$ cat src/rtl/cf_fft_256_8_seq.sv
// cf_fft_256_8_seq: butterfly sequencer for an in-place radix-2 DIT FFT.
// Walks LOG2N stages of N/2 butterflies, drives operand read addresses,
// a twiddle index aligned with returning RAM data, and write-back addresses
// delayed to line up with the butterfly results. A drain gap between stages
// lets the last write of a stage land before the next stage reads.
//
// Strobe semantics: rd_en and wr_en are qualified by en. A transfer (read
// issue or write-back) happens only in a cycle where the strobe and en are
// both high. While en is low every register, and so every output except
// bf_en, holds its value, so a strobe may stay high across stalled cycles.
module cf_fft_256_8_seq #(
   parameter int LOG2N  = 8,
   parameter int RD_LAT = 1,
   parameter int BF_LAT = 4
) (
   input  logic             clock_c,
   input  logic             reset_n,
   input  logic             start,
   input  logic             en,
   output logic             bf_en,
   output logic             rd_en,
   output logic [LOG2N-1:0] rd_addr_a,
   output logic [LOG2N-1:0] rd_addr_b,
   output logic [LOG2N-2:0] tw_idx,
   output logic             wr_en,
   output logic [LOG2N-1:0] wr_addr_a,
   output logic [LOG2N-1:0] wr_addr_b,
   output logic [3:0]       stage,
   output logic             busy,
   output logic             done
);

   localparam int WB_DLY = RD_LAT + BF_LAT;
   localparam int CW     = $clog2(WB_DLY + 1);

   localparam logic [CW-1:0]    CNT_INIT = CW'(WB_DLY);
   localparam logic [CW-1:0]    CNT_ONE  = CW'(1);
   localparam logic [3:0]       S_LAST   = 4'(LOG2N - 1);
   localparam logic [LOG2N-2:0] K_LAST   = '1;
   localparam logic [LOG2N-1:0] ONE      = LOG2N'(1);

   typedef enum logic [1:0] {
      S_IDLE  = 2'd0,
      S_RUN   = 2'd1,
      S_DRAIN = 2'd2
   } state_t;

   state_t           state_q, state_d;
   logic [3:0]       s_q, s_d;
   logic [LOG2N-2:0] k_q, k_d;
   logic [CW-1:0]    cnt_q, cnt_d;
   logic             done_q, done_d;

   // Issue-side combinational values.
   logic [LOG2N-1:0] k_ext;
   logic [LOG2N-1:0] low_mask;
   logic [LOG2N-1:0] addr_a;
   logic [LOG2N-1:0] addr_b;
   logic [LOG2N-2:0] tw_calc;
   logic [LOG2N-2:0] tw_issue;

   // Delay lines: twiddle (RD_LAT deep) and write-back (WB_DLY deep).
   logic [LOG2N-2:0] tw_pipe_q [RD_LAT];
   logic [LOG2N-2:0] tw_pipe_d [RD_LAT];
   logic [WB_DLY-1:0] wen_pipe_q, wen_pipe_d;
   logic [LOG2N-1:0] wa_pipe_q [WB_DLY];
   logic [LOG2N-1:0] wa_pipe_d [WB_DLY];
   logic [LOG2N-1:0] wb_pipe_q [WB_DLY];
   logic [LOG2N-1:0] wb_pipe_d [WB_DLY];

   // State register: FSM, stage/butterfly/drain counters and done pulse.
   always_ff @(posedge clock_c or negedge reset_n) begin
      if (!reset_n) begin
         state_q <= S_IDLE;
         s_q     <= '0;
         k_q     <= '0;
         cnt_q   <= '0;
         done_q  <= 1'b0;
      end else begin
         state_q <= state_d;
         s_q     <= s_d;
         k_q     <= k_d;
         cnt_q   <= cnt_d;
         done_q  <= done_d;
      end
   end

   // Next state: everything holds when en is low. A start in the cycle
   // that shows done is ignored so back-to-back transforms see one idle cycle.
   always_comb begin
      state_d = state_q;
      s_d     = s_q;
      k_d     = k_q;
      cnt_d   = cnt_q;
      done_d  = done_q;
      if (en) begin
         done_d = 1'b0;
         case (state_q)
            S_IDLE: begin
               if (start && !done_q) begin
                  state_d = S_RUN;
                  s_d     = '0;
                  k_d     = '0;
               end
            end
            S_RUN: begin
               if (k_q == K_LAST) begin
                  state_d = S_DRAIN;
                  cnt_d   = CNT_INIT;
               end else begin
                  k_d = k_q + 1'b1;
               end
            end
            S_DRAIN: begin
               if (cnt_q == CNT_ONE) begin
                  if (s_q == S_LAST) begin
                     state_d = S_IDLE;
                     s_d     = '0;
                     done_d  = 1'b1;
                  end else begin
                     state_d = S_RUN;
                     s_d     = s_q + 4'd1;
                     k_d     = '0;
                  end
               end else begin
                  cnt_d = cnt_q - CNT_ONE;
               end
            end
            default: state_d = S_IDLE;
         endcase
      end
   end

   // Outputs: operand addresses insert a zero at bit s of k; the partner
   // sets that bit. Twiddle is k scaled to the stage's subgroup size.
   always_comb begin
      k_ext     = {1'b0, k_q};
      low_mask  = (ONE << s_q) - ONE;
      addr_a    = ((k_ext & ~low_mask) << 1) | (k_ext & low_mask);
      addr_b    = addr_a | (ONE << s_q);
      tw_calc   = k_q << (S_LAST - s_q);
      rd_en     = (state_q == S_RUN);
      busy      = (state_q != S_IDLE);
      rd_addr_a = rd_en ? addr_a : '0;
      rd_addr_b = rd_en ? addr_b : '0;
      tw_issue  = rd_en ? tw_calc : '0;
      stage     = s_q;
      done      = done_q;
      bf_en     = en;
   end

   // Delay-line next values: shift by one slot per enabled cycle.
   always_comb begin
      tw_pipe_d  = tw_pipe_q;
      wen_pipe_d = wen_pipe_q;
      wa_pipe_d  = wa_pipe_q;
      wb_pipe_d  = wb_pipe_q;
      if (en) begin
         tw_pipe_d[0] = tw_issue;
         for (int i = 1; i < RD_LAT; i++) tw_pipe_d[i] = tw_pipe_q[i-1];
         wen_pipe_d = {wen_pipe_q[WB_DLY-2:0], rd_en};
         wa_pipe_d[0] = rd_addr_a;
         wb_pipe_d[0] = rd_addr_b;
         for (int i = 1; i < WB_DLY; i++) begin
            wa_pipe_d[i] = wa_pipe_q[i-1];
            wb_pipe_d[i] = wb_pipe_q[i-1];
         end
      end
   end

   // Delay-line registers, cleared on reset.
   always_ff @(posedge clock_c or negedge reset_n) begin
      if (!reset_n) begin
         for (int i = 0; i < RD_LAT; i++) tw_pipe_q[i] <= '0;
         wen_pipe_q <= '0;
         for (int i = 0; i < WB_DLY; i++) begin
            wa_pipe_q[i] <= '0;
            wb_pipe_q[i] <= '0;
         end
      end else begin
         tw_pipe_q  <= tw_pipe_d;
         wen_pipe_q <= wen_pipe_d;
         wa_pipe_q  <= wa_pipe_d;
         wb_pipe_q  <= wb_pipe_d;
      end
   end

   assign tw_idx    = tw_pipe_q[RD_LAT-1];
   assign wr_en     = wen_pipe_q[WB_DLY-1];
   assign wr_addr_a = wa_pipe_q[WB_DLY-1];
   assign wr_addr_b = wb_pipe_q[WB_DLY-1];

endmodule

$ cat config.mk
export PLATFORM = sky130hd
export DESIGN_NAME = cf_fft_256_8_seq
export DESIGN_NICKNAME = d
export VERILOG_FILES = /design/src/rtl/cf_fft_256_8_seq.sv
export SDC_FILE = /design/constraint.sdc
export NUM_CORES = 1
export LEC_CHECK = 0
export CORE_AREA = 5 5 151 153
export CTS_CLUSTER_DIAMETER = 30
export DETAILED_ROUTE_END_ITERATION = 12
export DIE_AREA = 0 0 156 158
export GPL_ROUTABILITY_DRIVEN = 0
export SETUP_SLACK_MARGIN = 0.4
export SLEW_MARGIN = 30
export SYNTH_ARGS = -nofsm -noshare
export SYNTH_HDL_FRONTEND = slang
export SYNTH_SLANG_ARGS = --single-unit
$ cat constraint.sdc
create_clock -name clock_c -period 3.8 [get_ports clock_c]
set_clock_uncertainty 0.2 [all_clocks]
set_input_delay 0.76 -clock clock_c [delete_from_list [all_inputs] [get_ports clock_c]]
set_output_delay 0.76 -clock clock_c [all_outputs]
set_load 0.02 [all_outputs]
==> key figures <==
STA
  • Crit share post-route: between 90% and 100%
  • Max_slew headroom: 54.2%
  • Pins Over Slew Limit: 0
  • RSZ-0062 raised after global routing: true
  • Setup violators final: 0
  • F_max: approximately 290 MHz
  • Fin. Hold Viols: 0
  • Setup_tns: 0 ns
  • Final worst path period need: 3.44 ns
  • Worst-Margin Slew: a little under 0.7 ns

Detailed routing
  • First-pass DRT Iterations: 5
  • Via density: 4.66
  • Vias: ~3600
  • Wire length after detailed routing: 12.6 mm
  • Post-DRT Antenna Nets: 0
  • 1st-iter DRT viols: roughly 360
  • DRC: 0
  • Avg WL per Cell: 16.3 µm

Clock network
  • Cts hold-fix bufs: 0
  • Worst-skew pair later-pin latency: between 0.3 and 0.4 ns
  • H-tree depth: 3
  • CTS root buf: clkbuf_16
  • Clock sinks: approximately 110
  • TritonCTS clock tree: yes
  • Clk slew on worst S/H paths: 0.07 ns
  • CTS max path bufs: 2
  • CTS buffer count: 9

Worst hold path
  • Worst Hold Class: in2async

Cells and area
  • N_diodes: 0
  • Layout cells sized above 1: 35.4%
  • Final Net Count: 503
  • Sequential Area: 0.00273 mm²
  • Finished Layout Cells: 774
  • Area delta synth->final: 24.5%
  • # fillers: 2136
  • Multi-input logic area: around 0.0023 mm²

Floorplanning
  • Height of the chip: around 160 µm
  • Die footprint: 0.0246 mm²
  • Width of the die: 156 µm
  • Ports: 52
  • Core area: ~0.021 mm²
  • Starting Density: 24.3%
  • Row Count: between 50 and 60

Critical path
  • CP startpoint kind: flip-flop
  • Critical R2R Launch: stage[0]$_DFFE_PN0P_
  • CP top delay family: compound AO/OA/AOI/OAI gates
  • CP bufs+invs: 2
  • Slowest-stage cell, CP: dfrtp_2
  • Slowest stage delay, CP: 0.43 ns
  • CP Data Arrival Time: 2.48 ns
  • Worst reg2reg setup slack: 1.45 ns
  • Nature of the critical path endpoint: output pin
  • CP Class: reg2out
  • FF-to-FF End: wb_pipe_q[37]$_DFFE_PN0P_
  • CP Max Fanout: 8
  • Reg2reg path depth: 12
  • Worst EP required: 2.84 ns
  • Crit-path cells: ha_1 -> ha_2 -> buf_6 -> nor2_1 -> o221a_1 -> a2bb2oi_2 -> or2_4 -> nand2_1 -> clkdlybuf4s15_2

Power
  • Peak supply drop: 0.259 mV
  • Leakage: 2.78 nW
  • Power Density: 647 mW/mm²

Logic synthesis
  • Yosys reg bits: ~110
  • Cell Area, Synth: 0.00520 mm²
  • Synth Net Count: 457
  • Ys async rst share: between 90% and 100%
  • Unique masters post-synth: 58
  • Post-synthesis area per instance: 11.7 µm²
  • Ys flop type: dfrtp_1
  • Post-synthesis sequential area ratio: 52.4%
  • Ys Warns: 0
  • Post-synth EDFFs: 0
  • Post-Syn Instances: 443

GRT
  • Initial antenna violation count: 0
  • Largest net degree at the start of global routing: 78
  • Vias in the first global route: 3781
  • GRT overflow: 0
  • All-Layer GR Usage: around a tenth
  • First-pass GRT wire length: 20.1 mm

Place
  • Inst Count DP: 746
  • Post-DP HPWL: 8.59 mm
  • IO Port Bufs: 51

Flow run
  • Max cap viols: 0

Status
  • Outcome: finished, final reports clean
[through the flow]
step | total power [mW] | utilization [%] | area (µm²) | worst slack [ns] | hold slack [ns]
2_1_floorplan | 2.69 | - | 5220 | 0.412 | 0.248
3_3_place_gp | 3.12 | 27.6 | 5910 | 0.300 | 0.266
3_5_place_dp | 3.17 | 27.6 | 5910 | 0.203 | 0.274
4_1_cts | 4.18 | 29.8 | 6380 | 0.331 | 0.293
5_1_grt | 4.43 | 30.3 | 6480 | 0.281 | 0.289
6_report | 4.19 | 30.3 | 6480 | 0.359 | 0.228
[Yosys cell counts, types with 3 or more instances]
| cell | count | area (µm²) |
|---|---|---|
| and3_1 | 3 | 18.8 |
| buf_4 | 20 | 150 |
| a22o_1 | 3 | 26.3 |
| clkbuf_1 | 4 | 15.0 |
| mux2i_1 | 5 | 50.1 |
| o2bb2ai_1 | 8 | 70.1 |
| dfrtp_1 | 109 | 2730 |
| xnor2_1 | 3 | 26.3 |
| a21oi_1 | 11 | 55.1 |
| a22oi_1 | 3 | 22.5 |
| nand2_1 | 33 | 124 |
| xor2_1 | 3 | 26.3 |
| nor2b_1 | 3 | 18.8 |
| nor3_1 | 4 | 20.0 |
| buf_2 | 17 | 85.1 |
| nor2_1 | 29 | 109 |
| nand3_1 | 9 | 45.0 |
| o21ai_1 | 7 | 35.0 |
| inv_2 | 3 | 11.3 |
| a21o_1 | 3 | 22.5 |
| ha_1 | 10 | 125 |
| o21ai_0 | 11 | 55.1 |
| nand4_1 | 4 | 25.0 |
| nand2b_1 | 9 | 56.3 |
| inv_1 | 12 | 45.0 |
| mux2_2 | 77 | 867 |
[worst max-delay path by stage]
stage | startpoint | end | slack (ns) | depth (start not counted)
final | stage[0]$_DFFE_PN0P_ | rd_addr_b[7] | 0.36 | 9
after global routing | stage[0]$_DFFE_PN0P_ | rd_addr_b[7] | 0.28 | 9
after CTS | stage[0]$_DFFE_PN0P_ | rd_addr_b[4] | 0.33 | 11
after detailed placement | stage[0]$_DFFE_PN0P_ | rd_addr_b[4] | 0.20 | 10
after global placement | stage[0]$_DFFE_PN0P_ | rd_addr_b[4] | 0.30 | 10
after floorplan | stage[0]$_DFFE_PN0P_ | rd_addr_b[4] | 0.41 | 12
[area by class of cell]
type | instances | share of cell area [%]
Clock inverter | 4 | 0.830
Timing Repair Buffer | 77 | 10.7
Clock buffer | 12 | 4.11
Tap cell | 280 | 5.40
Inverter | 16 | 1.00
Multi-Input combinational cell | 276 | 35.8
Sequential cell | 109 | 42.1
[cells in the final DEF, fill, tap and decap left out, types with 4 or more instances in the layout]
| cell type | Yosys | final |
|---|---|---|
| dfrtp_1 | 109 | 107 |
| mux2_2 | 77 | 77 |
| clkdlybuf4s50_1 | 0 | 35 |
| nand2_1 | 33 | 30 |
| nor2_1 | 29 | 26 |
| buf_4 | 20 | 26 |
| o21ai_0 | 11 | 11 |
| inv_1 | 12 | 10 |
| a21oi_1 | 11 | 9 |
| nand3_1 | 9 | 9 |
| clkbuf_16 | 0 | 9 |
| nand2b_1 | 9 | 8 |
| o2bb2ai_1 | 8 | 8 |
| buf_6 | 1 | 6 |
| mux2i_1 | 5 | 5 |
| o21ai_1 | 7 | 5 |
| ha_1 | 10 | 5 |
| inv_2 | 3 | 4 |
| nand4_1 | 4 | 4 |
[power breakdown]
part	switching (mW)	internal, mW	leakage [nW]
logic	0.664	0.696	1.27
registers	0.283	1.57	1.36
clock network	0.417	0.567	0.151
total	1.36	2.83	2.78
[logic make-up after synthesis]
family | after synthesis | synth area share, %
fa+ha+maj | 10 | 2.40
flops | 109 | 52.4
simple gates | 106 | 10.1
xor+xnor | 6 | 1.01
compound gates | 71 | 9.98
buf+inv | 58 | 6.23
mux | 83 | 17.8
[repair_timing]
action                     4_1_cts  5_1_grt
setup endpoints to repair       14       12
gates resized for setup         58       27
setup buffers                    8        4
pin swaps                        3        6
[routing by layer]
layer / global-route usage (%) / vias up / routed length (µm)
li1: - / 1630 / -
met2: 17.2 / 140 / 6330
met3: 3.39 / 28 / 783
met5: 0 / - / 0
met4: 3.42 / 0 / 281
met1: 12.8 / 1811 / 5220
[flip-flops by register name (all words and copies together), names as in the netlist]
name / count
wen_pipe_q: 5
wa_pipe_q: 32
cnt_q: 3
tw_idx: 7
wr_addr_a: 8
wb_pipe_q: 32
done: 1
state_q: 2
k_q: 7
stage: 4
wr_addr_b: 8
[worst register-to-register path, cell delays in order (launching register included)]
cell	delay, ns
dfrtp_2	0.43
buf_6	0.13
inv_4	0.06
ha_4	0.15
nand2_4	0.06
ha_4	0.19
nand2b_4	0.08
mux2_4	0.31
o21ai_4	0.17
o22a_1	0.19
buf_6	0.12
buf_4	0.10
o21ai_1	0.06
Note: power is estimated with default switching activity, not from simulation.
